==> src/rtl/fifo_wr_arbiter.sv <==
// Round-robin arbiter sharing one FIFO write port among NUM_REQ requesters.
// A grant holds for up to MAX_BURST accepted words; fifo_full stalls the burst.

module fifo_wr_arbiter_lane #(
    parameter int DATA_WIDTH = 32
) (
    input  logic                  gnt,
    input  logic                  req,
    input  logic                  fifo_full,
    input  logic [DATA_WIDTH-1:0] data,
    output logic                  ack,
    output logic [DATA_WIDTH-1:0] data_masked
);
    // gnt is one-hot, so OR-ing the masked lanes forms the owner mux
    assign ack         = gnt & req & ~fifo_full;
    assign data_masked = data & {DATA_WIDTH{gnt}};
endmodule

module fifo_wr_arbiter #(
    parameter int NUM_REQ    = 4,
    parameter int DATA_WIDTH = 32,
    parameter int MAX_BURST  = 4
) (
    input  logic                          clk,
    input  logic                          arst,
    input  logic [NUM_REQ-1:0]            req,
    input  logic [NUM_REQ*DATA_WIDTH-1:0] req_data,
    output logic [NUM_REQ-1:0]            gnt,
    output logic [NUM_REQ-1:0]            ack,
    output logic                          fifo_wr,
    output logic [DATA_WIDTH-1:0]         fifo_wr_data,
    input  logic                          fifo_full,
    output logic                          busy,
    output logic [$clog2(NUM_REQ)-1:0]    owner
);
    localparam int OWN_W = $clog2(NUM_REQ);
    localparam int CNT_W = (MAX_BURST > 1) ? $clog2(MAX_BURST) : 1;

    typedef enum logic {IDLE, BUSY} state_t;

    state_t                                state, state_n;
    logic [OWN_W-1:0]                      owner_n, rr_ptr, rr_ptr_n, winner;
    logic [NUM_REQ-1:0]                    gnt_n;
    logic [CNT_W-1:0]                      burst_cnt, burst_cnt_n;
    logic [NUM_REQ-1:0][DATA_WIDTH-1:0]    data_arr;
    logic [NUM_REQ-1:0][DATA_WIDTH-1:0]    lane_data;
    logic                                  last_word;

    assign data_arr  = req_data;
    assign last_word = (burst_cnt == CNT_W'(MAX_BURST - 1));

    for (genvar i = 0; i < NUM_REQ; i++) begin : g_lane
        fifo_wr_arbiter_lane #(.DATA_WIDTH(DATA_WIDTH)) u_lane (
            .gnt        (gnt[i]),
            .req        (req[i]),
            .fifo_full  (fifo_full),
            .data       (data_arr[i]),
            .ack        (ack[i]),
            .data_masked(lane_data[i])
        );
    end

    // Scan downward so the requester closest above rr_ptr is written last and wins
    always_comb begin
        winner = '0;
        for (int k = NUM_REQ - 1; k >= 0; k--) begin
            if (req[(int'(rr_ptr) + k) % NUM_REQ])
                winner = OWN_W'((int'(rr_ptr) + k) % NUM_REQ);
        end
    end

    always_ff @(posedge clk or posedge arst) begin
        if (arst) begin
            state     <= IDLE;
            gnt       <= '0;
            owner     <= '0;
            burst_cnt <= '0;
            rr_ptr    <= '0;
        end else begin
            state     <= state_n;
            gnt       <= gnt_n;
            owner     <= owner_n;
            burst_cnt <= burst_cnt_n;
            rr_ptr    <= rr_ptr_n;
        end
    end

    always_comb begin
        state_n     = state;
        gnt_n       = gnt;
        owner_n     = owner;
        burst_cnt_n = burst_cnt;
        rr_ptr_n    = rr_ptr;
        case (state)
            IDLE: begin
                if (|req) begin
                    state_n        = BUSY;
                    owner_n        = winner;
                    gnt_n          = '0;
                    gnt_n[winner]  = 1'b1;
                    burst_cnt_n    = '0;
                end
            end
            BUSY: begin
                if ((fifo_wr && last_word) || !req[owner]) begin
                    state_n     = IDLE;
                    gnt_n       = '0;
                    owner_n     = '0;
                    burst_cnt_n = '0;
                    rr_ptr_n    = (int'(owner) == NUM_REQ - 1) ? '0 : owner + 1'b1;
                end else if (fifo_wr) begin
                    burst_cnt_n = burst_cnt + 1'b1;
                end
            end
            default: state_n = IDLE;
        endcase
    end

    // Outputs derive from gnt, so an async reset clears them without a clock
    always_comb begin
        busy         = (state == BUSY);
        fifo_wr      = |ack;
        fifo_wr_data = '0;
        for (int i = 0; i < NUM_REQ; i++)
            fifo_wr_data = fifo_wr_data | lane_data[i];
    end
endmodule

==> config.mk <==
export PLATFORM = sky130hd
export DESIGN_NAME = fifo_wr_arbiter
export DESIGN_NICKNAME = d
export VERILOG_FILES = /design/src/rtl/fifo_wr_arbiter.sv
export SDC_FILE = /design/constraint.sdc
export NUM_CORES = 1
export LEC_CHECK = 0
export ABC_AREA = 1
export CORE_ASPECT_RATIO = 1.5
export CORE_MARGIN = 1
export CORE_UTILIZATION = 29
export CTS_CLUSTER_DIAMETER = 80
export DETAILED_ROUTE_END_ITERATION = 8
export PLACE_DENSITY_LB_ADDON = 0.25
export SYNTH_ARGS = -nofsm -noshare
export SYNTH_HDL_FRONTEND = slang
export SYNTH_SLANG_ARGS = --single-unit
==> constraint.sdc <==
create_clock -name clk -period 1.6 [get_ports clk]
set_input_delay 0.24 -clock clk [delete_from_list [all_inputs] [get_ports clk]]
set_output_delay 0.24 -clock clk [all_outputs]
set_load 0.05 [all_outputs]
## Yosys cells after proc, flatten, opt, wreduce, memory -nomap -nowiden

Index checks and enable logic that the tools add are counted.

| word-level totals | value |
|---|---|
| input bits | 135 |
| ROM bits | 0 |
| memories kept | 0 |
| latch bits | 0 |
| register bits after elaboration | 11 |
| RAM bits | 0 |
| word-level logic and storage cells | 87 |

| cells by class | value |
|---|---|
| equality and inequality tests | 5 |
| div/mod/pow operators | 0 |
| reduce and logical (&&, ||, !) cells | 12 |
| multiply operators | 0 |
| bitwise operators | 20 |
| add/sub/neg operators | 5 |
| shift-type cells | 0 |
| multiplexer cells | 33 |
| order comparisons | 7 |

Operators with widths:

| cell | count |
|---|---|
| bitwise AND 32 bit | 4 |
| bitwise OR 32 bit | 3 |
| 2-to-1 mux 2 bit | 10 |
| less-than comparator 3 x 4 -> 1 bit (second input constant) | 3 |
| 2-to-1 mux 1 bit | 11 |
| binary-select mux 1 bit (select 2 bit) | 5 |
| less-than comparator 2 x 3 -> 1 bit (second input constant) | 3 |
| bitwise AND 1 bit | 8 |
| 2-to-1 mux 4 bit | 2 |
| one-hot mux 2 bit (2 select lines) | 2 |
| one-hot mux 4 bit (2 select lines) | 1 |
| OR reduction 4 bit | 2 |
| adder 2 x 1 -> 2 bit (second input constant) | 3 |
| AND reduction 2 bit | 3 |
| OR reduction 2 bit | 3 |
| adder 2 bit (second input constant) | 2 |
| bitwise AND 1 bit (first input constant) | 3 |
| != test 3 x 2 -> 1 bit (second input constant) | 1 |
| demux 1 bit (select 2 bit) | 1 |
| == test 2 x 1 -> 1 bit (second input constant) | 1 |
| == test 2 bit (second input constant) | 1 |
| greater-or-equal comparator 2 x 1 -> 1 bit (second input constant) | 1 |
| logical AND 1 bit | 2 |
| != test 2 x 1 -> 1 bit (second input constant) | 1 |
| 5 further kinds | 6 |

## Depth between registers and ports, before layout

| logic depth | value |
|---|---|
| depth in word-level cells | 16 |
| depth in mapped cells | 12 |
| mapped depth without buffers | 12 |

## Hierarchy

A second synthesis with hierarchy kept.

| second synthesis, totals | value |
|---|---|
| cell total of the unflattened synthesis | 420 |
| area, all modules | 2248.4 µm² |

By module, submodules not included:

| module | area an instance (µm²) | cells an instance | sequential area each (µm²) | times used |
|---|---|---|---|---|
| fifo_wr_arbiter_lane | 321.6 | 70 | 0.0 | 4 |
| fifo_wr_arbiter | 962.2 | 140 | 275.3 | 1 |

## Worst setup path after synthesis

No wires, ideal clock.

| timing path | value |
|---|---|
| kind | reg-to-reg |
| start | register owner[0] |
| end | register gnt[2] |
| data required time | 1.526 ns |
| period minus slack after synthesis | 1.533 ns |
| setup time | 0.074 ns |
| slack | 0.067 ns |
| stages on the path, launching flop included | 7 |
| data arrival time | 1.459 ns |
| cell sequence | dfrtp_1 a21oi_1 a22oi_1 nand3_1 nand2_2 nand2_1 o21ai_2 |

| between the ends | value |
|---|---|
| word-level cells in the longest chain between the ends | 6 |

Ends and longest elaborated chain:

| element | line | source |
|---|---|---|
| from (decl) | 34 | `output logic [$clog2(NUM_REQ)-1:0] owner` |
| from (signal assigned) | 82 | `owner <= owner_n;` |
| binary-select mux 1 bit (select 2 bit) | 105 | `if ((fifo_wr && last_word) \|\| !req[owner]) begin` |
| 2-to-1 mux 1 bit (implied by the code) | 105 |  |
| zero test 1 bit | 105 |  |
| logical OR 1 bit | 105 |  |
| != test 2 x 1 -> 1 bit (no line) | - |  |
| AND reduction 2 bit (no line) | - |  |
| to (signal assigned) | 81 | `gnt <= gnt_n;` |
| to (decl) | 28 | `output logic [NUM_REQ-1:0] gnt,` |

Every way passes these cells. The select of a mux whose other input is x is not followed.
A chain may end at the register's enable or synchronous reset.

## Worst setup path after layout

| timing path | value |
|---|---|
| start | register gnt[1] |
| end | output fifo_wr_data[25] |

| between the ends | value |
|---|---|
| word-level cells in the longest chain between the ends | 4 |

Ends and longest elaborated chain:

| element | line | source |
|---|---|---|
| bitwise AND 32 bit | 16 | `assign data_masked = data & {DATA_WIDTH{gnt}};` |
| bitwise OR 32 bit (3 in a row) | 125 | `fifo_wr_data = fifo_wr_data \| lane_data[i];` |
| to (decl) | 31 | `output logic [DATA_WIDTH-1:0] fifo_wr_data,` |

Every way passes these cells.

==> out/qor.yml <==
global_route:
  antenna_found_initial: 0
  gr-total-overflow: 0
  track_usage_pct: 25.1
  grt_pass1_vias: 2474
  grt_max_degree: 34
  grt_pass1_wl_um: 12100
die:
  io_pins: 179
  die_h_um: 95.7
  die_area_um2: 6180
  fp-row-count: 33
  chipWidth_um: 64.5
  core_um2: 5570
  start_util_pct: 30.5
synth:
  yosys-top-cells-area: "nand2_1 37%, dfrtp_1 16%, nand4_1 13%, nand2_2 7.4%, nand3_1 4.4%"
  synth_top_family_by_area: "simple AND/OR/NAND/NOR gates"
  ys_seq_area_share_pct: 16.2
  synth.cell_area_um2: 1700
  synth_top_flop_cell: "dfrtp_1"
  yosysWarningCount: 0
  netlist-cell-type-count: 21
  synthArstFlopShare_pct: 100
  syn_nets: 454
  yosysTopAreaCell: "nand2_1"
  avgSynthCellArea_um2: 5.36
  synthMuxAreaShare_pct: 0
  ys_seq_elements: 11
  synth_most_common_cell: "nand2_1"
  synth_top_area_share_pct: 37.1
  synthTopCellsByCount: "168 x nand2_1, 35 x nand4_1, 20 x nand2_2"
  synth-compound-area-share_pct: 2.65
  synthAdderAreaFrac_pct: 1.47
  synth_edf_count: 0
  synthSimpleGateAreaFrac_pct: 66.6
  synth_xor_area_share_pct: 0
  syn_inst: 317
detailed_routing:
  ant_nets: 0
  firstDrtPassIters: 6
  post_drt_wl_per_cell_um: 14.9
  highest_layer: "met4"
  vias: 2702
  wl_met2_um: 4660
  wl_um: 8430
  routed_via_density: 4.79
  wl_met1_um: 2980
  wl_met3_um: 709
  drtIter0Drc: 85
  drc: 0
placement:
  dpl_cell_area_um2: 4020
  gp_routability_congestion: 0.866
  dpl.hpwl_um: 6850
  io_buffer_count: 178
  post-place-cells: 554
pwr:
  swShare_pct: 52.2
  leakage_nw: 1.86
  ir_drop_mv: 1.32
  power.total_mw: 6.83
  power_frac_seq_pct: 8.4
  combPwrFrac_pct: 87.5
  clock_power_share_pct: 4.1
  p_int_mw: 3.26
  switchingPower_mw: 3.57
  power.density_nw_per_um2: 1640
finish:
  fin_cells: 564
  drive_gt1_share_pct: 22.5
  nets: 632
  area_growth_pct: 145
  final_area_um2: 4160
  register_area_um2: 280
  antenna_cells: 0
  multiInputGateArea_um2: 1230
  nFillCells: 431
critical_path:
  cp_data_arrival_time_ps: 1330
  cp_common_cell: "buf_12"
  path_buf_inv: 2
  slowest_stage: "dfrtp_2"
  worstSetupEndpointType: "output port"
  required_ps: 1360
  cp_cell_sequence: "buf_12, nand2_1, nand4_1, buf_12"
  worstSetupPathType: "register to output port"
  crit_family: "flip-flops"
  slowest_delay_ps: 460
  critPathLaunchType: "register"
  cp_max_fo: 20
timing:
  setup_violations: 0
  fin_crit_sh_pct: 98.4
  hold_viol: 0
  final_max_slew_viol_count: 0
  max_freq_ghz: 0.635
  worst_pin_slew_ps: 413
  rsz0062_at_grt: "yes"
  max-slew-margin-rel_pct: 72.4
  worst_clock_skew_ps: 0.731
  fin_crit_ps: 1570
cts:
  cts_tree: "built"
  max-clock-path-buffers: 2
  hold_buffers: 0
  clock_latency_ps: 240
  clkSinkCount: 11
  cts-root-buf: "clkbuf_8"
  path_clk_slew_ps: 50
  cts_buffers: 3
  htree_levels: 1
hold_path:
  hold_path_class: "input port to asynchronous set/reset pin"
job:
  drv_cap: 0
run_status:
  outcome: "finished, final reports clean"
## power by group through the flow
stage / clock [mW] / combinational, mW / sequential [mW]
6_report: 0.277 / 5.98 / 0.573
5_1_grt: 0.298 / 6.30 / 0.588
4_1_cts: 0.281 / 5.89 / 0.579
3_5_place_dp: 0 / 5.87 / 0.574
3_3_place_gp: 0 / 5.81 / 0.572
2_1_floorplan: 0 / 3.09 / 0.588
## final timing paths
path | start | endpoint | slack, ps | cells past startpoint
setup / recovery | gnt[1] | fifo_wr_data[25] | 30 | 4
hold / removal | arst | owner[0] | 290 | 2
max in group asynchronous | arst | gnt[0] | 1000 | 2
min in group clk | burst_cnt[1] | burst_cnt[1] | 490 | 2
hold reg to reg | burst_cnt[1] | burst_cnt[1] | 490 | 2
setup reg to reg | rr_ptr[0] | gnt[1] | 120 | 12
## cell usage in the layout, fill, tap and decap left out, types with 3 or more instances in the layout
cell type and count:
inv_2 7, nand4_1 35, clkdlybuf4s50_1 133, buf_12 47, nand2_2 22, inv_1 16, nand3_1 11, clkbuf_8 3
dfrtp_1 7, nand3_2 6, nor2_1 6, buf_4 14, nand2_1 166, dfrtp_2 4
## repair_timing
item | CTS | global route
gates resized for setup | 7 | 7
pin swaps | 0 | 7
cloned | 0 | 1
setup endpoints to repair | 25 | 23
buffers inserted | 0 | 5
endpoints found under the hold margin | 0 | 0
## final cells by class
class	count	area share, %
timing repair buffer	198	58.6
clock buffer	4	1.08
multi-input combinational	258	29.5
tap	70	2.10
sequential	11	6.73
inverter	23	2.07
## routing by layer
layer / vias to the layer above / track usage, %
li1: 1359 / -
met1: 1232 / 25.3
met2: 102 / 50.8
met3: 9 / 6.52
met4: 0 / 4.63
met5: - / 0
## cell families after synthesis
group	count (synthesis)
flip-flops	11
adder cells (fa/ha/maj)	2
buffers and inverters	48
AND/OR/NAND/NOR	249
AO/OA/AOI/OAI	7
## state kept, by name, summed over array words and instances, names as in the netlist
register and count:
gnt 4, burst_cnt 2, owner 2, rr_ptr 2, busy 1
## stage by stage
stage / setup WS [ps] / TNS (ps) / hold slack, ps / util (%)
floorplan: 67.3 / 0 / 92.4 / -
global placement: -37.0 / -143 / 471 / 72.0
detailed placement: -78.2 / -504 / 482 / 72.0
CTS: 8.37 / 0 / 302 / 73.3
global route: -17.2 / -76.2 / 335 / 74.7
finish: 25.7 / 0 / 287 / 74.7
## worst register-to-register path, cell delays in order, from the launching register on
cell and delay, ps:
dfrtp_1 490, buf_4 190, nand2_2 50, nand2_2 100, nand2_2 60, nand2_2 60
inv_2 40, nand2_2 50, nand2_2 50, nand2_2 80, nand2_4 80, nand3_1 70
nand2_1 50
Note: power is estimated with default switching activity, not from simulation.
